$ cat src/rtl/axi_stream_wr_burst_if.sv
`default_nettype none
// +----------------------------------------------------------------------+
// | Module   : axi_stream_wr_burst_if                                    |
// | Purpose  : Bundles the stream input, AXI4 AW/W/B write channels and  |
// |            status signals of axi_stream_wr_burst.                    |
// | Revision : 1.0  initial release                                      |
// +----------------------------------------------------------------------+
interface axi_stream_wr_burst_if #(
  parameter int AW = 26,
  parameter int DW = 16
);
  // control
  logic          i_clear;
  // stream in
  logic          i_tvalid;
  logic          o_tready;
  logic [DW-1:0] i_tdata;
  // AXI write address
  logic          o_awvalid;
  logic          i_awready;
  logic [AW-1:0] o_awaddr;
  logic [7:0]    o_awlen;
  // AXI write data
  logic          o_wvalid;
  logic          i_wready;
  logic          o_wlast;
  logic [DW-1:0] o_wdata;
  // AXI write response
  logic          i_bvalid;
  logic          o_bready;
  // status
  logic          o_region_full;
  logic [15:0]   o_burst_cnt;

  // The block itself is the AXI write master, so it takes the master view.
  modport master (
    input  i_clear, i_tvalid, i_tdata, i_awready, i_wready, i_bvalid,
    output o_tready, o_awvalid, o_awaddr, o_awlen, o_wvalid, o_wlast,
           o_wdata, o_bready, o_region_full, o_burst_cnt
  );

  // Stream producer / memory controller side.
  modport slave (
    output i_clear, i_tvalid, i_tdata, i_awready, i_wready, i_bvalid,
    input  o_tready, o_awvalid, o_awaddr, o_awlen, o_wvalid, o_wlast,
           o_wdata, o_bready, o_region_full, o_burst_cnt
  );
endinterface
`default_nettype wire

$ cat src/rtl/axi_stream_wr_burst.sv
`default_nettype none
// +----------------------------------------------------------------------+
// | Module   : axi_stream_wr_burst                                       |
// | Purpose  : Buffers a valid/ready stream in a FIFO and writes it into |
// |            a circular DDR region with fixed-length AXI4 INCR bursts. |
// | Options  : WR_BURST_WRAP_EN - offset wraps to the region start;      |
// |            when undefined the block stops at the region end and     |
// |            raises o_region_full until cleared.                      |
// | Revision : 1.0  initial release                                      |
// +----------------------------------------------------------------------+
module axi_stream_wr_burst #(
  parameter int            AW          = 26,
  parameter int            D_LEVEL     = 1,
  parameter int            DW          = 16,
  parameter logic [7:0]    BURST_LEN   = 8'd7,
  parameter int            FIFO_LOG2   = 5,
  parameter logic [AW-1:0] BASE_ADDR   = '0,
  parameter int            REGION_LOG2 = 12
) (
  input wire clk,
  input wire rst_n,
  axi_stream_wr_burst_if.master bus
);

  localparam int DEPTH = 1 << FIFO_LOG2;
  localparam logic [FIFO_LOG2:0] FIFO_FULL_LVL = (FIFO_LOG2+1)'(DEPTH);
  // A burst is only launched once every beat of it is already buffered,
  // so W never has to stall on an empty FIFO.
  localparam logic [FIFO_LOG2:0] LAUNCH_LVL = (FIFO_LOG2+1)'(int'(BURST_LEN) + 1);
  // Bytes covered by one burst; one extra bit so a full-region step fits.
  localparam logic [REGION_LOG2:0] BURST_BYTES =
    (REGION_LOG2+1)'((int'(BURST_LEN) + 1) << D_LEVEL);

  typedef enum logic [1:0] {
    S_IDLE = 2'd0,
    S_AW   = 2'd1,
    S_W    = 2'd2,
    S_B    = 2'd3
  } state_t;

  // ---------------------------------------------------------------------
  // FIFO storage and occupancy
  // ---------------------------------------------------------------------
  logic [DW-1:0]        mem [DEPTH];
  logic [FIFO_LOG2-1:0] wr_ptr;
  logic [FIFO_LOG2-1:0] rd_ptr;
  logic [FIFO_LOG2:0]   count;
  logic                 tready;
  logic                 push;
  logic                 pop;

  // ---------------------------------------------------------------------
  // Burst engine registers
  // ---------------------------------------------------------------------
  state_t                 state;
  logic                   awvalid;
  logic [AW-1:0]          awaddr;
  logic                   wvalid;
  logic                   bready;
  logic [7:0]             beat;
  logic [REGION_LOG2-1:0] offset;
  logic                   region_full;
  logic [15:0]            burst_cnt;
  logic                   clear_pending;

  logic [REGION_LOG2-1:0] offset_next;
  logic                   region_overflow;
  logic [AW-1:0]          launch_addr;

  assign tready = (count != FIFO_FULL_LVL);
  assign push   = bus.i_tvalid & tready;
  // wvalid is only high in S_W, so stray wready pulses never pop.
  assign pop    = wvalid & bus.i_wready;

`ifdef WR_BURST_WRAP_EN
  // Natural modulo-2^REGION_LOG2 arithmetic gives the wrap for free.
  assign offset_next     = offset + BURST_BYTES[REGION_LOG2-1:0];
  assign region_overflow = 1'b0;
`else
  // The carry out of the region-sized add flags the end of the region.
  logic [REGION_LOG2:0] offset_sum;
  assign offset_sum      = {1'b0, offset} + BURST_BYTES;
  assign offset_next     = offset_sum[REGION_LOG2-1:0];
  assign region_overflow = offset_sum[REGION_LOG2];
`endif

  // Base is aligned to the region size, so OR-ing in the offset is an add.
  assign launch_addr = BASE_ADDR | AW'(offset);

  // Write port of the FIFO storage; data needs no reset.
  always_ff @(posedge clk) begin
    if (push) begin
      mem[wr_ptr] <= bus.i_tdata;
    end
  end

  // FIFO pointers and occupancy; a simultaneous push and pop keeps count.
  always_ff @(posedge clk or negedge rst_n) begin
    if (!rst_n) begin
      wr_ptr <= '0;
      rd_ptr <= '0;
      count  <= '0;
    end else begin
      if (push) begin
        wr_ptr <= wr_ptr + 1'b1;
      end
      if (pop) begin
        rd_ptr <= rd_ptr + 1'b1;
      end
      case ({push, pop})
        2'b10:   count <= count + 1'b1;
        2'b01:   count <= count - 1'b1;
        default: count <= count;
      endcase
    end
  end

  // Burst sequencer: launch, address phase, data phase, response, with
  // offset/region bookkeeping and deferred clear handling.
  always_ff @(posedge clk or negedge rst_n) begin
    if (!rst_n) begin
      state         <= S_IDLE;
      awvalid       <= 1'b0;
      awaddr        <= BASE_ADDR;
      wvalid        <= 1'b0;
      bready        <= 1'b0;
      beat          <= 8'd0;
      offset        <= '0;
      region_full   <= 1'b0;
      burst_cnt     <= 16'd0;
      clear_pending <= 1'b0;
    end else begin
      case (state)
        S_IDLE: begin
          // A clear in idle wins over a launch in the same cycle, so the
          // next burst always starts from the rewound offset.
          if (bus.i_clear) begin
            offset      <= '0;
            region_full <= 1'b0;
          end else if ((count >= LAUNCH_LVL) && !region_full) begin
            awvalid <= 1'b1;
            awaddr  <= launch_addr;
            state   <= S_AW;
          end
        end

        S_AW: begin
          if (bus.i_clear) begin
            clear_pending <= 1'b1;
          end
          if (bus.i_awready) begin
            awvalid <= 1'b0;
            wvalid  <= 1'b1;
            beat    <= 8'd0;
            state   <= S_W;
          end
        end

        S_W: begin
          if (bus.i_clear) begin
            clear_pending <= 1'b1;
          end
          if (bus.i_wready) begin
            if (beat == BURST_LEN) begin
              wvalid <= 1'b0;
              bready <= 1'b1;
              state  <= S_B;
            end else begin
              beat <= beat + 8'd1;
            end
          end
        end

        S_B: begin
          if (bus.i_bvalid) begin
            bready        <= 1'b0;
            burst_cnt     <= burst_cnt + 16'd1;
            clear_pending <= 1'b0;
            state         <= S_IDLE;
            // A clear seen during the burst replaces the normal advance.
            if (clear_pending || bus.i_clear) begin
              offset      <= '0;
              region_full <= 1'b0;
            end else if (region_overflow) begin
              region_full <= 1'b1;
            end else begin
              offset <= offset_next;
            end
          end else if (bus.i_clear) begin
            clear_pending <= 1'b1;
          end
        end

        default: begin
          state <= S_IDLE;
        end
      endcase
    end
  end

  assign bus.o_tready      = tready;
  assign bus.o_awvalid     = awvalid;
  assign bus.o_awaddr      = awaddr;
  assign bus.o_awlen       = BURST_LEN;
  assign bus.o_wvalid      = wvalid;
  assign bus.o_wlast       = wvalid & (beat == BURST_LEN);
  assign bus.o_wdata       = mem[rd_ptr];
  assign bus.o_bready      = bready;
  assign bus.o_region_full = region_full;
  assign bus.o_burst_cnt   = burst_cnt;

endmodule
`default_nettype wire

$ cat src/flat_wrapper.sv
// flat-port wrapper written by rule: the top's interface ports become plain ports
module axi_stream_wr_burst_flat 
#(
  parameter int            AW          = 26,
  parameter int            D_LEVEL     = 1,
  parameter int            DW          = 16,
  parameter logic [7:0]    BURST_LEN   = 8'd7,
  parameter int            FIFO_LOG2   = 5,
  parameter logic [AW-1:0] BASE_ADDR   = '0,
  parameter int            REGION_LOG2 = 12
)
  (clk, rst_n, bus_i_clear, bus_i_tvalid, bus_i_tdata, bus_i_awready, bus_i_wready, bus_i_bvalid, bus_o_tready, bus_o_awvalid, bus_o_awaddr, bus_o_awlen, bus_o_wvalid, bus_o_wlast, bus_o_wdata, bus_o_bready, bus_o_region_full, bus_o_burst_cnt);
  axi_stream_wr_burst_if #(.AW(AW), .DW(DW)) bus_i ();
  input wire clk;
  input wire rst_n;
  input wire logic [$bits(bus_i.i_clear)-1:0] bus_i_clear;
  input wire logic [$bits(bus_i.i_tvalid)-1:0] bus_i_tvalid;
  input wire logic [$bits(bus_i.i_tdata)-1:0] bus_i_tdata;
  input wire logic [$bits(bus_i.i_awready)-1:0] bus_i_awready;
  input wire logic [$bits(bus_i.i_wready)-1:0] bus_i_wready;
  input wire logic [$bits(bus_i.i_bvalid)-1:0] bus_i_bvalid;
  output wire logic [$bits(bus_i.o_tready)-1:0] bus_o_tready;
  output wire logic [$bits(bus_i.o_awvalid)-1:0] bus_o_awvalid;
  output wire logic [$bits(bus_i.o_awaddr)-1:0] bus_o_awaddr;
  output wire logic [$bits(bus_i.o_awlen)-1:0] bus_o_awlen;
  output wire logic [$bits(bus_i.o_wvalid)-1:0] bus_o_wvalid;
  output wire logic [$bits(bus_i.o_wlast)-1:0] bus_o_wlast;
  output wire logic [$bits(bus_i.o_wdata)-1:0] bus_o_wdata;
  output wire logic [$bits(bus_i.o_bready)-1:0] bus_o_bready;
  output wire logic [$bits(bus_i.o_region_full)-1:0] bus_o_region_full;
  output wire logic [$bits(bus_i.o_burst_cnt)-1:0] bus_o_burst_cnt;
  assign bus_i.i_clear = bus_i_clear;
  assign bus_i.i_tvalid = bus_i_tvalid;
  assign bus_i.i_tdata = bus_i_tdata;
  assign bus_i.i_awready = bus_i_awready;
  assign bus_i.i_wready = bus_i_wready;
  assign bus_i.i_bvalid = bus_i_bvalid;
  assign bus_o_tready = bus_i.o_tready;
  assign bus_o_awvalid = bus_i.o_awvalid;
  assign bus_o_awaddr = bus_i.o_awaddr;
  assign bus_o_awlen = bus_i.o_awlen;
  assign bus_o_wvalid = bus_i.o_wvalid;
  assign bus_o_wlast = bus_i.o_wlast;
  assign bus_o_wdata = bus_i.o_wdata;
  assign bus_o_bready = bus_i.o_bready;
  assign bus_o_region_full = bus_i.o_region_full;
  assign bus_o_burst_cnt = bus_i.o_burst_cnt;
  axi_stream_wr_burst #(.AW(AW), .D_LEVEL(D_LEVEL), .DW(DW), .BURST_LEN(BURST_LEN), .FIFO_LOG2(FIFO_LOG2), .BASE_ADDR(BASE_ADDR), .REGION_LOG2(REGION_LOG2)) u_core (.clk(clk), .rst_n(rst_n), .bus(bus_i));
endmodule
$ cat config.mk
export PLATFORM = sky130hd
export DESIGN_NAME = axi_stream_wr_burst_flat
export DESIGN_NICKNAME = d
export VERILOG_FILES = /design/src/rtl/axi_stream_wr_burst_if.sv /design/src/rtl/axi_stream_wr_burst.sv /design/src/flat_wrapper.sv
export SDC_FILE = /design/constraint.sdc
export NUM_CORES = 1
export LEC_CHECK = 0
export ABC_AREA = 1
export CORE_ASPECT_RATIO = 1.1
export CORE_MARGIN = 8
export CORE_UTILIZATION = 50
export DETAILED_ROUTE_END_ITERATION = 6
export PLACE_DENSITY = 0.78
export SYNTH_ARGS = -nofsm -noshare
export SYNTH_HDL_FRONTEND = slang
export SYNTH_SLANG_ARGS = --single-unit
$ cat constraint.sdc
create_clock -name clk -period 5 [get_ports clk]
set_input_delay 0.75 -clock clk [delete_from_list [all_inputs] [get_ports clk]]
set_output_delay 0.75 -clock clk [all_outputs]
set_load 0.1 [all_outputs]
==> flow_summary.yaml <==
yosys:
  synth_seq_cells: 575
  synth_edf_count: 512
  avgSynthCellArea_um2: 10.6
  syn_area_um2: 24700
  ys_warn_count: 0
  synthDistinctLibCells: 35
  synthArstFlopShare_pct: 11.0
  postSynthCellCount: 2323
  yosysSeqAreaShare_pct: 68.8
  synthFlopType: "edfxtp_1"
worst_setup_path:
  critPathTopFamily: "buffers and inverters"
  crit_path_frequent_cell: "nor2_1"
  path_class: "reg -> out"
  worstPathCellList: "buf_4 -> nor2_1 -> nor2_1 -> o21ai_1 -> nand2_1 -> nand2_1 -> nand3_1 -> nor2_1 -> nor2_1 -> buf_4"
  critPathLaunch: "u_core.rd_ptr[0]"
  max_stage_delay_ns: 0.88
  cp.required_ns: 4.25
  startpoint_type: "flip-flop"
  timing.rr.end: "u_core.count[4]"
  r2r_cells: 15
  worst-path-buf-inv: 2
  reg2reg_from: "u_core.count[3]"
  cp-end-kind: "primary output"
  cp_slowest_cell: "buf_4"
  arrival_ns: 3.77
  worst-path-max-fanout: 91
  reg2reg_setup_slack_ns: 2.35
cts:
  root_buffer: "clkbuf_16"
  clockBufferDepth: 3
  ctsResizeCount: 0
  clk_pin_slew_worst_paths_ns: 0.06
  cts_tree: "yes"
  cts_setup_buffers: 0
  cts_buffers: 55
  clk_latency_ns: 0.63
  cts-htree-levels: 2
  cts.sinks: 575
  cts_hold_buf: 0
grt:
  antenna_found_initial: 0
  grt-ovfl-total: 0
  grt_pass1_wl_um: 94000
  grt.total_usage_pct: 20.9
  grt_pass1_vias: 16700
  grt_max_degree: 134
die:
  start_util_pct: 50.5
  core_area_um2: 48800
  die_area_um2: 56700
  fp.dieH_um: 249
  ioPinCount: 95
  fp-row-count: 85
  die_w_um: 228
layout:
  drive_above_1_share_pct: 6.78
  final_core_util_pct: 56.6
  multi_input_comb_area_um2: 6460
  diodes: 0
  regArea_um2: 17000
  syn_to_final_growth_pct: 12.1
  stdcell_count: 3099
  fin_nets: 2442
  fillers: 3898
timing:
  setup_viol: 0
  slew_viol_final: 0
  fin_crit_sh_pct: 90.4
  rsz0062_at_grt: "false"
  max_freq_mhz: 221
  worstMarginPinSlew_ns: 1.32
  tns_ns: 0
  skew_ns: 0.0348
  hold_violations: 0
  period_minus_slack_ns: 4.52
  slew_headroom_pct: 11.5
power:
  vdd_ir_drop_max_mv: 0.742
  p_leak_nw: 10.6
  switching_share_pct: 43.1
  pwr-share-clk_pct: 23.8
  powerDensity_nw_per_um2: 599
  p_int_mw: 9.41
  p_switching_mw: 7.13
  seqPwrFrac_pct: 36.1
  pwr-share-comb_pct: 40.2
min_path:
  min-delay-path-class: "in -> async"
detailed_routing:
  drc: 0
  wl_um: 61100
  viasPerCell: 5.51
  antenna_left: 0
  dr.pass1.iters: 6
  drt-wirelength-per-cell_um: 19.7
  vias: 17100
  dr.first_iter.drc_count: 2097
place:
  dp_hpwl_um: 34700
  port_buffers: 68
  placed_cells: 2998
  place_congestion: 0.857
flow_run:
  drv_cap: 0
run_status:
  outcome: "finished, final reports clean"
[power groups by stage]
stage	clock (mW)	combinational (mW)	sequential [mW]
3_5_place_dp	0	6.56	6.05
3_3_place_gp	0	6.42	6.03
4_1_cts	3.97	6.60	5.95
6_report	3.93	6.64	5.97
2_1_floorplan	0	4.92	5.98
5_1_grt	4.15	7.20	5.99
[cell usage after synthesis (3+ instances only)]
cell type	instances	share of area [%]
nand4_1	3	0.076
edfxtp_1	512	62
a21oi_1	8	0.16
clkbuf_1	26	0.40
inv_1	149	2.3
buf_4	43	1.3
buf_1	12	0.18
o211ai_1	16	0.49
nor2_1	557	8.5
xor2_1	19	0.68
nand2_1	454	6.9
inv_2	3	0.046
nand3_1	145	2.9
buf_2	39	0.79
o21ai_0	115	2.3
o21ai_1	95	1.9
xnor2_1	9	0.32
ha_1	16	0.81
nor3_1	8	0.16
buf_6	5	0.23
clkbuf_2	4	0.081
nand2_2	3	0.076
dfrtp_1	63	6.4
[logic make-up (layout without fill, tap and decap cells)]
family | after synthesis | in the layout | share of synthesized area, %
muxes | 1 | 1 | 0.0457
AOI/OAI and AO/OA | 239 | 239 | 5.07
and+or+nand+nor | 1177 | 1177 | 18.9
buffers and inverters | 285 | 385 | 5.39
adders and majority gates | 16 | 16 | 0.812
xor gates and xnor gates | 28 | 28 | 0.995
DFF | 575 | 575 | 68.8
other | 2 | 26 | 0.0305
[stage by stage]
step	setup slack (ns)	hold WS (ns)	cell area [µm²]	power [mW]
finish	0.480	0.331	27600	16.5
global route	0.304	0.392	27600	17.3
CTS	0.502	0.344	27600	16.5
detailed placement	1.20	0.476	25900	12.6
global placement	1.20	0.465	25900	12.4
floorplan	1.71	0.454	24700	10.9
[area by class of cell]
type                            count  share of cell area [%]
Inverter                          156                    2.15
Clock buffer                       75                    5.33
Timing Repair Buffer              128                    4.02
Tap cell                          652                    2.95
Sequential cell                   575                    61.4
Clock inverter                     26                   0.779
Multi-Input combinational cell   1487                    23.4
[layout by cell type (no fill, tap or decap), drive strengths merged, types with 16 or more instances in the layout]
cell / count
edfxtp: 512
nor2: 561
o21ai: 211
nand3: 145
nand2: 457
ha: 16
clkinv: 24
clkbuf: 75
o211ai: 16
clkdlybuf4s50: 51
inv: 155
buf: 77
conb: 26
dfrtp: 63
xor2: 19
[per-layer routing]
| layer | vias to the layer above | track usage, % | wire length [µm] |
|---|---|---|---|
| met1 | 8174 | 27.2 | 23600 |
| met4 | 0 | 7.49 | 2010 |
| met2 | 924 | 34.4 | 29100 |
| met5 | - | 0 | 0 |
| li1 | 7839 | - | - |
| met3 | 128 | 4.37 | 6390 |
[registers in the layout, summed over array words and instances, names as in the netlist]
| name | flops |
|---|---|
| u_core.mem | 512 |
| u_core.bus.o_burst_cnt | 16 |
| u_core.beat | 8 |
| u_core.bus.o_awaddr | 8 |
| u_core.offset | 8 |
| u_core.count | 6 |
| u_core.rd_ptr | 5 |
| u_core.wr_ptr | 5 |
| u_core.state | 2 |
| u_core.bus.o_awvalid | 1 |
| u_core.bus.o_bready | 1 |
| u_core.bus.o_region_full | 1 |
| u_core.bus.o_wvalid | 1 |
| u_core.clear_pending | 1 |
[worst max-delay path by stage]
stage                                  to  slack [ns]  cells after the start
after detailed placement   bus_o_wdata[0]        1.20                     10
after CTS                 bus_o_wdata[12]        0.50                     10
after global routing      bus_o_wdata[12]        0.30                     10
final                      bus_o_wdata[0]        0.48                     10
after global placement    bus_o_wdata[12]        1.20                     10
after floorplan           u_core.count[4]        1.71                     14
Power figures use the tool's default switching activity.
